==> src/rtl/fft_bfly_if.sv <==
// Butterfly operand/result bundle: operands, twiddle, write-back addresses in;
// results, RAM write enables, done and overflow status out.
interface fft_bfly_if #(
  parameter int DW = 16,
  parameter int AW = 6
);
  logic                 in_valid;
  logic signed [DW-1:0] a_re, a_im, b_re, b_im;
  logic signed [DW-1:0] w_re, w_im;
  logic [AW-1:0]        addrA_in, addrB_in;
  logic                 wr_sel;
  logic                 last_in;
  logic                 scale;
  logic                 ovf_clr;

  logic signed [DW-1:0] x_re, x_im, y_re, y_im;
  logic [AW-1:0]        addrA_out, addrB_out;
  logic                 we_ram1, we_ram2;
  logic                 done_out;
  logic                 ovf;

  modport master (
    output in_valid, a_re, a_im, b_re, b_im, w_re, w_im,
           addrA_in, addrB_in, wr_sel, last_in, scale, ovf_clr,
    input  x_re, x_im, y_re, y_im, addrA_out, addrB_out,
           we_ram1, we_ram2, done_out, ovf
  );

  modport slave (
    input  in_valid, a_re, a_im, b_re, b_im, w_re, w_im,
           addrA_in, addrB_in, wr_sel, last_in, scale, ovf_clr,
    output x_re, x_im, y_re, y_im, addrA_out, addrB_out,
           we_ram1, we_ram2, done_out, ovf
  );
endinterface

==> src/rtl/fft_bfly.sv <==
// Radix-2 DIT butterfly X = A + W*B, Y = A - W*B: three pipeline stages with
// rounding, optional halving, saturation and a sticky overflow flag.
module fft_bfly #(
  parameter int DW = 16,
  parameter int AW = 6
) (
  input  logic        clk,
  input  logic        reset_n,
  fft_bfly_if.slave   bus
);

  // Round-half-up of the Q(2*DW-2) product back to Q(DW-1) scale.
  function automatic logic signed [DW+1:0] round_shift(input logic signed [2*DW:0] p);
    logic signed [2*DW:0] half;
    logic signed [2*DW:0] sh;
    half         = '0;
    half[DW-2]   = 1'b1;
    sh           = (p + half) >>> (DW-1);
    return sh[DW+1:0];
  endfunction

  function automatic logic signed [DW+2:0] halve(input logic signed [DW+2:0] v,
                                                 input logic en);
    return en ? ((v + (DW+3)'(1)) >>> 1) : v;
  endfunction

  function automatic logic fits(input logic signed [DW+2:0] v);
    return (v[DW+2:DW-1] == '0) || (v[DW+2:DW-1] == '1);
  endfunction

  function automatic logic signed [DW-1:0] saturate(input logic signed [DW+2:0] v);
    if (fits(v))
      return v[DW-1:0];
    else if (v[DW+2])
      return {1'b1, {(DW-1){1'b0}}};
    else
      return {1'b0, {(DW-1){1'b1}}};
  endfunction

  logic                 vld_p0, vld_p1;
  logic signed [DW-1:0] a_re_p0, a_im_p0, b_re_p0, b_im_p0, w_re_p0, w_im_p0;
  logic [AW-1:0]        addr_a_p0, addr_b_p0;
  logic                 scale_p0, wr_sel_p0, last_p0;

  logic signed [DW-1:0]   a_re_p1, a_im_p1;
  logic signed [2*DW-1:0] rr_p1, ii_p1, ri_p1, ir_p1;
  logic [AW-1:0]          addr_a_p1, addr_b_p1;
  logic                   scale_p1, wr_sel_p1, last_p1;

  logic signed [DW-1:0] x_re_p2, x_im_p2, y_re_p2, y_im_p2;
  logic [AW-1:0]        addr_a_p2, addr_b_p2;
  logic                 we1_p2, we2_p2, done_p2, sat_p2, ovf_p2;

  logic signed [2*DW:0] p_re, p_im;
  logic signed [DW+1:0] t_re, t_im;
  logic signed [DW+2:0] xr_s, xi_s, yr_s, yi_s;
  logic                 sat_any;

  // Stage 0: capture operands; bubbles leave the registers untouched
  always_ff @(posedge clk) begin
    if (bus.in_valid) begin
      a_re_p0   <= bus.a_re;
      a_im_p0   <= bus.a_im;
      b_re_p0   <= bus.b_re;
      b_im_p0   <= bus.b_im;
      w_re_p0   <= bus.w_re;
      w_im_p0   <= bus.w_im;
      addr_a_p0 <= bus.addrA_in;
      addr_b_p0 <= bus.addrB_in;
      scale_p0  <= bus.scale;
      wr_sel_p0 <= bus.wr_sel;
      last_p0   <= bus.last_in;
    end
  end

  // Stage 1: four full-width partial products
  always_ff @(posedge clk) begin
    if (vld_p0) begin
      rr_p1     <= b_re_p0 * w_re_p0;
      ii_p1     <= b_im_p0 * w_im_p0;
      ri_p1     <= b_re_p0 * w_im_p0;
      ir_p1     <= b_im_p0 * w_re_p0;
      a_re_p1   <= a_re_p0;
      a_im_p1   <= a_im_p0;
      addr_a_p1 <= addr_a_p0;
      addr_b_p1 <= addr_b_p0;
      scale_p1  <= scale_p0;
      wr_sel_p1 <= wr_sel_p0;
      last_p1   <= last_p0;
    end
  end

  always_comb begin
    p_re    = (2*DW+1)'(rr_p1) - (2*DW+1)'(ii_p1);
    p_im    = (2*DW+1)'(ri_p1) + (2*DW+1)'(ir_p1);
    t_re    = round_shift(p_re);
    t_im    = round_shift(p_im);
    xr_s    = halve((DW+3)'(a_re_p1) + (DW+3)'(t_re), scale_p1);
    xi_s    = halve((DW+3)'(a_im_p1) + (DW+3)'(t_im), scale_p1);
    yr_s    = halve((DW+3)'(a_re_p1) - (DW+3)'(t_re), scale_p1);
    yi_s    = halve((DW+3)'(a_im_p1) - (DW+3)'(t_im), scale_p1);
    sat_any = !fits(xr_s) || !fits(xi_s) || !fits(yr_s) || !fits(yi_s);
  end

  // Stage 2: registered results; outputs hold between valid writes
  always_ff @(posedge clk or negedge reset_n) begin
    if (!reset_n) begin
      vld_p0    <= 1'b0;
      vld_p1    <= 1'b0;
      x_re_p2   <= '0;
      x_im_p2   <= '0;
      y_re_p2   <= '0;
      y_im_p2   <= '0;
      addr_a_p2 <= '0;
      addr_b_p2 <= '0;
      we1_p2    <= 1'b0;
      we2_p2    <= 1'b0;
      done_p2   <= 1'b0;
      sat_p2    <= 1'b0;
      ovf_p2    <= 1'b0;
    end else begin
      vld_p0  <= bus.in_valid;
      vld_p1  <= vld_p0;
      we1_p2  <= vld_p1 & ~wr_sel_p1;
      we2_p2  <= vld_p1 &  wr_sel_p1;
      done_p2 <= vld_p1 & last_p1;
      sat_p2  <= vld_p1 & sat_any;
      if (vld_p1) begin
        x_re_p2   <= saturate(xr_s);
        x_im_p2   <= saturate(xi_s);
        y_re_p2   <= saturate(yr_s);
        y_im_p2   <= saturate(yi_s);
        addr_a_p2 <= addr_a_p1;
        addr_b_p2 <= addr_b_p1;
      end
      // A new saturation outranks a clear in the same cycle
      if (sat_p2)
        ovf_p2 <= 1'b1;
      else if (bus.ovf_clr)
        ovf_p2 <= 1'b0;
    end
  end

  assign bus.x_re      = x_re_p2;
  assign bus.x_im      = x_im_p2;
  assign bus.y_re      = y_re_p2;
  assign bus.y_im      = y_im_p2;
  assign bus.addrA_out = addr_a_p2;
  assign bus.addrB_out = addr_b_p2;
  assign bus.we_ram1   = we1_p2;
  assign bus.we_ram2   = we2_p2;
  assign bus.done_out  = done_p2;
  assign bus.ovf       = ovf_p2;

endmodule

==> src/flat_wrapper.sv <==
// flat-port wrapper written by rule: the top's interface ports become plain ports
module fft_bfly_flat 
#(
  parameter int DW = 16,
  parameter int AW = 6
)
  (clk, reset_n, bus_in_valid, bus_a_re, bus_a_im, bus_b_re, bus_b_im, bus_w_re, bus_w_im, bus_addrA_in, bus_addrB_in, bus_wr_sel, bus_last_in, bus_scale, bus_ovf_clr, bus_x_re, bus_x_im, bus_y_re, bus_y_im, bus_addrA_out, bus_addrB_out, bus_we_ram1, bus_we_ram2, bus_done_out, bus_ovf);
  fft_bfly_if #(.DW(DW), .AW(AW)) bus_i ();
  input  logic clk;
  input  logic reset_n;
  input wire logic [$bits(bus_i.in_valid)-1:0] bus_in_valid;
  input wire logic [$bits(bus_i.a_re)-1:0] bus_a_re;
  input wire logic [$bits(bus_i.a_im)-1:0] bus_a_im;
  input wire logic [$bits(bus_i.b_re)-1:0] bus_b_re;
  input wire logic [$bits(bus_i.b_im)-1:0] bus_b_im;
  input wire logic [$bits(bus_i.w_re)-1:0] bus_w_re;
  input wire logic [$bits(bus_i.w_im)-1:0] bus_w_im;
  input wire logic [$bits(bus_i.addrA_in)-1:0] bus_addrA_in;
  input wire logic [$bits(bus_i.addrB_in)-1:0] bus_addrB_in;
  input wire logic [$bits(bus_i.wr_sel)-1:0] bus_wr_sel;
  input wire logic [$bits(bus_i.last_in)-1:0] bus_last_in;
  input wire logic [$bits(bus_i.scale)-1:0] bus_scale;
  input wire logic [$bits(bus_i.ovf_clr)-1:0] bus_ovf_clr;
  output wire logic [$bits(bus_i.x_re)-1:0] bus_x_re;
  output wire logic [$bits(bus_i.x_im)-1:0] bus_x_im;
  output wire logic [$bits(bus_i.y_re)-1:0] bus_y_re;
  output wire logic [$bits(bus_i.y_im)-1:0] bus_y_im;
  output wire logic [$bits(bus_i.addrA_out)-1:0] bus_addrA_out;
  output wire logic [$bits(bus_i.addrB_out)-1:0] bus_addrB_out;
  output wire logic [$bits(bus_i.we_ram1)-1:0] bus_we_ram1;
  output wire logic [$bits(bus_i.we_ram2)-1:0] bus_we_ram2;
  output wire logic [$bits(bus_i.done_out)-1:0] bus_done_out;
  output wire logic [$bits(bus_i.ovf)-1:0] bus_ovf;
  assign bus_i.in_valid = bus_in_valid;
  assign bus_i.a_re = bus_a_re;
  assign bus_i.a_im = bus_a_im;
  assign bus_i.b_re = bus_b_re;
  assign bus_i.b_im = bus_b_im;
  assign bus_i.w_re = bus_w_re;
  assign bus_i.w_im = bus_w_im;
  assign bus_i.addrA_in = bus_addrA_in;
  assign bus_i.addrB_in = bus_addrB_in;
  assign bus_i.wr_sel = bus_wr_sel;
  assign bus_i.last_in = bus_last_in;
  assign bus_i.scale = bus_scale;
  assign bus_i.ovf_clr = bus_ovf_clr;
  assign bus_x_re = bus_i.x_re;
  assign bus_x_im = bus_i.x_im;
  assign bus_y_re = bus_i.y_re;
  assign bus_y_im = bus_i.y_im;
  assign bus_addrA_out = bus_i.addrA_out;
  assign bus_addrB_out = bus_i.addrB_out;
  assign bus_we_ram1 = bus_i.we_ram1;
  assign bus_we_ram2 = bus_i.we_ram2;
  assign bus_done_out = bus_i.done_out;
  assign bus_ovf = bus_i.ovf;
  fft_bfly #(.DW(DW), .AW(AW)) u_core (.clk(clk), .reset_n(reset_n), .bus(bus_i));
endmodule
==> config.mk <==
export PLATFORM = sky130hd
export DESIGN_NAME = fft_bfly_flat
export DESIGN_NICKNAME = d
export VERILOG_FILES = /design/src/rtl/fft_bfly_if.sv /design/src/rtl/fft_bfly.sv /design/src/flat_wrapper.sv
export SDC_FILE = /design/constraint.sdc
export NUM_CORES = 2
export LEC_CHECK = 0
export CAP_MARGIN = 20
export CORE_UTILIZATION = 65
export CTS_BUF_LIST = sky130_fd_sc_hd__clkbuf_16
export CTS_CLUSTER_DIAMETER = 120
export CTS_CLUSTER_SIZE = 30
export DETAILED_ROUTE_END_ITERATION = 10
export PLACE_DENSITY = 0.84
export SETUP_SLACK_MARGIN = 0.4
export SLEW_MARGIN = 20
export SYNTH_ARGS = -nofsm -noshare
export SYNTH_HDL_FRONTEND = slang
export SYNTH_SLANG_ARGS = --single-unit
==> constraint.sdc <==
create_clock -name clk -period 11.9 [get_ports clk]
set_clock_uncertainty 0.1 [all_clocks]
set_input_delay 2.975 -clock clk [delete_from_list [all_inputs] [get_ports clk]]
set_output_delay 2.975 -clock clk [all_outputs]
set_load 0.02 [all_outputs]
After elaboration in Yosys (flattened, before gate mapping)
Cells that the tools add are included.
{"block": "word_totals", "ram_bits": 0, "rom_bits": 0, "latch_bits": 0, "word_cells": 90, "ff_bits": 369, "memories": 0}
{"block": "classes", "n_shift": 0, "muxes": 14, "addsub": 12, "div_mod_pow": 0, "multipliers": 4, "reduce_logical": 16, "n_lt_le_gt_ge": 0, "n_eq_ne": 4, "bitwise": 5}
{"cell": "16-bit by 16-bit multiplier with 32-bit output", "n": 4}
{"cell": "16-bit two-way mux", "n": 8}
{"cell": "19-bit by 2-bit adder with 19-bit output (second input constant)", "n": 4}
{"cell": "19-bit two-way mux", "n": 4}
{"cell": "33-bit by 16-bit adder with 33-bit output (second input constant)", "n": 2}
{"cell": "16-bit by 18-bit adder with 19-bit output", "n": 2}
{"cell": "16-bit by 18-bit subtractor with 19-bit output", "n": 2}
{"cell": "32-bit by 32-bit adder with 33-bit output", "n": 1}
{"cell": "32-bit by 32-bit subtractor with 33-bit output", "n": 1}
{"cell": "4-bit == test (second input constant)", "n": 4}
{"cell": "4-bit zero test", "n": 4}
{"cell": "1-bit logical OR", "n": 7}
{"cell": "1-bit AND", "n": 4}
{"cell": "1-bit zero test", "n": 4}
{"cell": "1-bit two-way mux", "n": 2}
{"cell": "2-bit nonzero test", "n": 1}
{"cell": "1-bit NOT", "n": 1}

Depth between registers and ports, before layout
{"block": "depth", "ltp_word": 12, "depth_mapped": 34, "mapped_depth_nobuf": 32}

Worst setup path before layout
OpenSTA, ideal clock, no wires.
{"block": "synth_timing", "path_kind": "register -> register", "startpoint": "reg u_core.ir_p1[10]", "endpoint": "reg u_core.sat_p2", "arrival_time_ns": 6.816, "synth_period_minus_slack_ns": 7.045, "setup_ns": 0.129, "path_stages_with_launch": 30, "setup_slack_ns": 4.855, "n_path_buf": 0, "cell_sequence": "edfxtp_1 > ha_1 > ha_1 > a211o_1 > a2111oi_0 > o21ai_0 > o2111ai_1 > o21ai_0 > o211a_1 > nor3_1 > nand2b_1 > nor2_1 > nor2_1 > nor2b_1 > or2_2 > a21oi_1 > xnor2_1 > ha_1 > or4_1 > o221ai_4 > xnor2_2 > a21oi_1 > a211o_1 > or3_4 > nor3b_2 > xnor2_1 > or4_1 > nand2_2 > inv_2 > o41a_1"}
{"block": "synth_between", "elab_chain_len": 12, "elab_cells_between_ends": 20}
{"element": "from (decl)", "line_no": "fft_bfly.sv:46", "text": "logic signed [2*DW-1:0] rr_p1, ii_p1, ri_p1, ir_p1;"}
{"element": "from (signal assigned)", "line_no": "fft_bfly.sv:82", "text": "ir_p1 <= b_im_p0 * w_re_p0;"}
{"element": "32-bit by 32-bit adder with 33-bit output *", "line_no": "fft_bfly.sv:95", "text": "p_im = (2*DW+1)'(ri_p1) + (2*DW+1)'(ir_p1);"}
{"element": "33-bit by 16-bit adder with 33-bit output *", "line_no": "fft_bfly.sv:18", "text": "sh = (p + half) >>> (DW-1);"}
{"element": "16-bit by 18-bit adder with 19-bit output", "line_no": "fft_bfly.sv:99", "text": "xi_s = halve((DW+3)'(a_im_p1) + (DW+3)'(t_im), scale_p1);"}
{"element": "19-bit by 2-bit adder with 19-bit output", "line_no": "fft_bfly.sv:24", "text": "return en ? ((v + (DW+3)'(1)) >>> 1) : v;"}
{"element": "19-bit two-way mux", "line_no": "fft_bfly.sv:24"}
{"element": "4-bit == test / 4-bit zero test (equally long branches)", "line_no": "fft_bfly.sv:28", "text": "return (v[DW+2:DW-1] == '0) || (v[DW+2:DW-1] == '1);"}
{"element": "1-bit logical OR", "line_no": "fft_bfly.sv:28"}
{"element": "1-bit zero test", "line_no": "fft_bfly.sv:102", "text": "sat_any = !fits(xr_s) || !fits(xi_s) || !fits(yr_s) || !fits(yi_s);"}
{"element": "1-bit logical OR (2 in series)", "line_no": "fft_bfly.sv:102"}
{"element": "1-bit logical OR *", "line_no": "fft_bfly.sv:102"}
{"element": "1-bit AND *", "line_no": "fft_bfly.sv:127", "text": "sat_p2 <= vld_p1 & sat_any;"}
{"element": "to (signal assigned)", "line_no": "fft_bfly.sv:127"}
{"element": "to (decl)", "line_no": "fft_bfly.sv:52", "text": "logic we1_p2, we2_p2, done_p2, sat_p2, ovf_p2;"}
Mark *: on every way between the ends. The rest lies on a longest branch, timed or not.
A chain may end at the register's enable or synchronous reset.

Final worst setup path
Ends and elaborated chain as after synthesis.

==> results_dict.tcl <==
set metrics [dict create \
    drcViolationCount 0 \
    firstDrtPassIters 6 \
    wire_per_inst_um 19.3 \
    ctsLongestPathBuffers 3 \
    dieArea_mm2 0.0929 \
    synthCells 6115 \
    synthAdderAreaFrac_pct 46.7 \
    synth_top_family_by_area "adder cells" \
    cts_tree "done" \
    cp_top_family "compound AO/OA/AOI/OAI gates" \
    start_util_pct 65.9 \
    ys_async_sr_fraction_pct 22.5 \
    hold_path_depth 0 \
    syn_avg_cell_area_um2 9.74 \
    max_cap_viol_count 0 \
    reg2reg_slack_ns 3.67 \
    tns_ns 0 \
    hold_end "u_core.a_re_p1[15]" \
    synth_compound_area_share_pct 8.25 \
    gp_congestion 0.929 \
    synth_seq_cells 369 \
    synthXorXnorAreaFrac_pct 3.73 \
    critical_path.startpoint_type "flip-flop" \
    min_period_over_period_pct 69.2 \
    htree_num_levels 1 \
    crit_path_max_incr_delay_ns 0.64 \
    cts.repair.resized 0 \
    tightest_slew_ns 1.10 \
    synthDominantCellAreaShare_pct 35.3 \
    worstSetupPathType "reg2reg" \
    synth-simple-area-share_pct 13.2 \
    drt-initial-drc-count 3318 \
    placeableCoreArea_mm2 0.0904 \
    synth_edf_count 286 \
    period_minus_slack_ns 8.23 \
    die_width_um 305 \
    antenna_left 0 \
    cp_slowest_cell "or4_1" \
    outcome "completed" \
    post_cts_buffers 0 \
    report.final.hold_viol_count 0 \
    cts_made_buffers 22 \
    io_buffers 194 \
    grt_max_degree 150 \
    r2r_cells 29 \
    viasPerCell 5.85 \
    synth_top_cell_by_area "fa_1" \
    setup_viol 0 \
    routed_wl_mm 142 \
    antenna_found_initial 7 \
    syn_nets 7824 \
    maxSlewViolCount 0 \
    slew_headroom_pct 26.7 \
    crit_buf_inv 1 \
    hold_buffers 0 \
    rows 110 \
    track_usage_pct 31.5 \
    max_freq_mhz 121 \
    synth-seq-area-share_pct 17.9 \
    worstPathMaxFanout 16 \
    place_hpwl_mm 110 \
    dieHeight_um 305 \
    clock_latency_ns 0.64 \
    nets 7866 \
    synthTopCellsByArea "fa_1 (35%), edfxtp_1 (14%), ha_1 (11%)" \
    io_pins 195 \
    vias 43000 \
    yosys_most_used_dff "edfxtp_1" \
    syn_to_final_growth_pct 6.37 \
    grt_setup_unrepaired "no" \
    post_route_cells_drive_above_1_share_pct 2.87 \
    grt_pass1_vias 46100 \
    synth_warnings 0 \
    endpoint_kind "flip-flop" \
    cts.sinks 369 \
    grt_first_pass_wirelength_mm 232 \
    path_clk_slew_ns 0.11 \
    rr_startpoint "u_core.ir_p1[10]" \
    synthMuxAreaShare_pct 0.491 \
    yosys.cell_types.count 89 \
    arrival_ns 8.66 \
    syn_area_mm2 0.0596 \
    cts-root-buf "clkbuf_16" \
    overflow 0 \
    worstHoldStart "u_core.a_re_p0[15]" \
    crit_required_ns 12.33 \
    reg2reg_to "u_core.sat_p2" \
    holdCritPathClass "reg2reg" \
]
-- cell families (layout without fill, tap and decap cells) --
logic type | count (synthesis) | count (layout)
other | 0 | 2
AOI/OAI and AO/OA | 728 | 728
muxes | 27 | 27
xor gates and xnor gates | 253 | 253
buffers and inverters | 1529 | 1587
and+or+nand+nor | 1615 | 1615
DFF | 369 | 369
adders and majority gates | 1594 | 1594
-- sequential cells by signal, indices dropped and copies added, names as in the netlist, 32 cells and up --
| register | flops |
|---|---|
| u_core.ir_p1 | 32 |
| u_core.rr_p1 | 32 |
| u_core.ii_p1 | 32 |
| u_core.ri_p1 | 32 |
-- worst reg2reg max path, delay by kind of cell (launching register included) --
family / cells / cell delay, ns
DFF: 1 / 0.37
AOI/OAI and AO/OA: 11 / 3.11
xor gates and xnor gates: 3 / 0.50
and+or+nand+nor: 11 / 3.04
adders and majority gates: 3 / 1.01
buffers and inverters: 1 / 0.05
-- cell type report --
class | instances | area, um^2
Inverter | 1279 | 4800
Clock inverter | 18 | 209
Fill cell | 6405 | 27000
Clock buffer | 22 | 551
Timing Repair Buffer | 268 | 2510
Sequential cell | 369 | 10700
Antenna cell | 2 | 5.00
Tap cell | 1176 | 1470
Multi-Input combinational cell | 4217 | 43200
-- stage by stage --
stage | hold WS (ns) | cell area, um^2 | worst slack, ns | utilization, % | instances
finish | 0.321 | 63400 | 3.67 | 70.1 | 7351
global route | 0.320 | 63400 | 3.21 | 70.1 | 7349
CTS | 0.317 | 63400 | 3.69 | 70.1 | 7349
detailed placement | 0.305 | 62600 | 3.71 | 69.2 | 7309
global placement | 0.301 | 62600 | 3.87 | 69.2 | 7309
floorplan | 0.296 | 59600 | 4.86 | - | 6115
-- cell usage after synthesis, drive strengths merged (46+ instances only) --
cell and n:
dfrtp 83, clkbuf 234, and2 400, nand2 693, nor3 58, nand2b 95, o21ai 114, inv 1278
a21o 64, a21oi 206, edfxtp 286, xor2 64, ha 542, xnor2 189, nand3 46, nor2 179
fa 1052
-- worst max path at each step --
stage / from / to / slack [ns] / cells after the start
2_1_floorplan: u_core.ir_p1[10] / u_core.sat_p2 / 4.86 / 29
3_3_place_gp: u_core.ir_p1[10] / u_core.sat_p2 / 3.87 / 29
3_5_place_dp: u_core.ir_p1[10] / u_core.sat_p2 / 3.71 / 29
4_1_cts: u_core.ir_p1[10] / u_core.sat_p2 / 3.69 / 29
5_1_grt: u_core.ir_p1[10] / u_core.sat_p2 / 3.21 / 29
6_report: u_core.ir_p1[10] / u_core.sat_p2 / 3.67 / 29
-- cells in the final DEF (no fill, tap or decap), drive strengths merged, types with 9 or more instances in the layout --
cell type,instances
a211o,13
a211oi,29
a21o,64
a21oi,206
a31oi,16
a32oi,10
and2,400
and3,19
buf,76
clkbuf,22
clkdlybuf4s50,192
dfrtp,83
edfxtp,286
fa,1052
ha,542
inv,1290
mux2,18
mux2i,9
nand2,693
nand2b,95
nand3,46
nand4,19
nor2,179
nor2b,25
nor3,58
nor4,13
o211ai,19
o21a,40
o21ai,114
o21bai,37
o22a,25
o22ai,26
o31ai,14
or2,17
or3,17
xnor2,189
xor2,64
-- layer usage --
metal	share of wire [%]	track usage, %	up-vias
met5	0.047	0	-
met1	38	39.4	21400
met3	9.3	5.79	470
met2	48	53.4	1919
li1	-	-	19200
met4	4.9	14.1	10
Power is not shown: default switching activity piles up to over one toggle a cycle in this logic, so the estimate is an artifact.
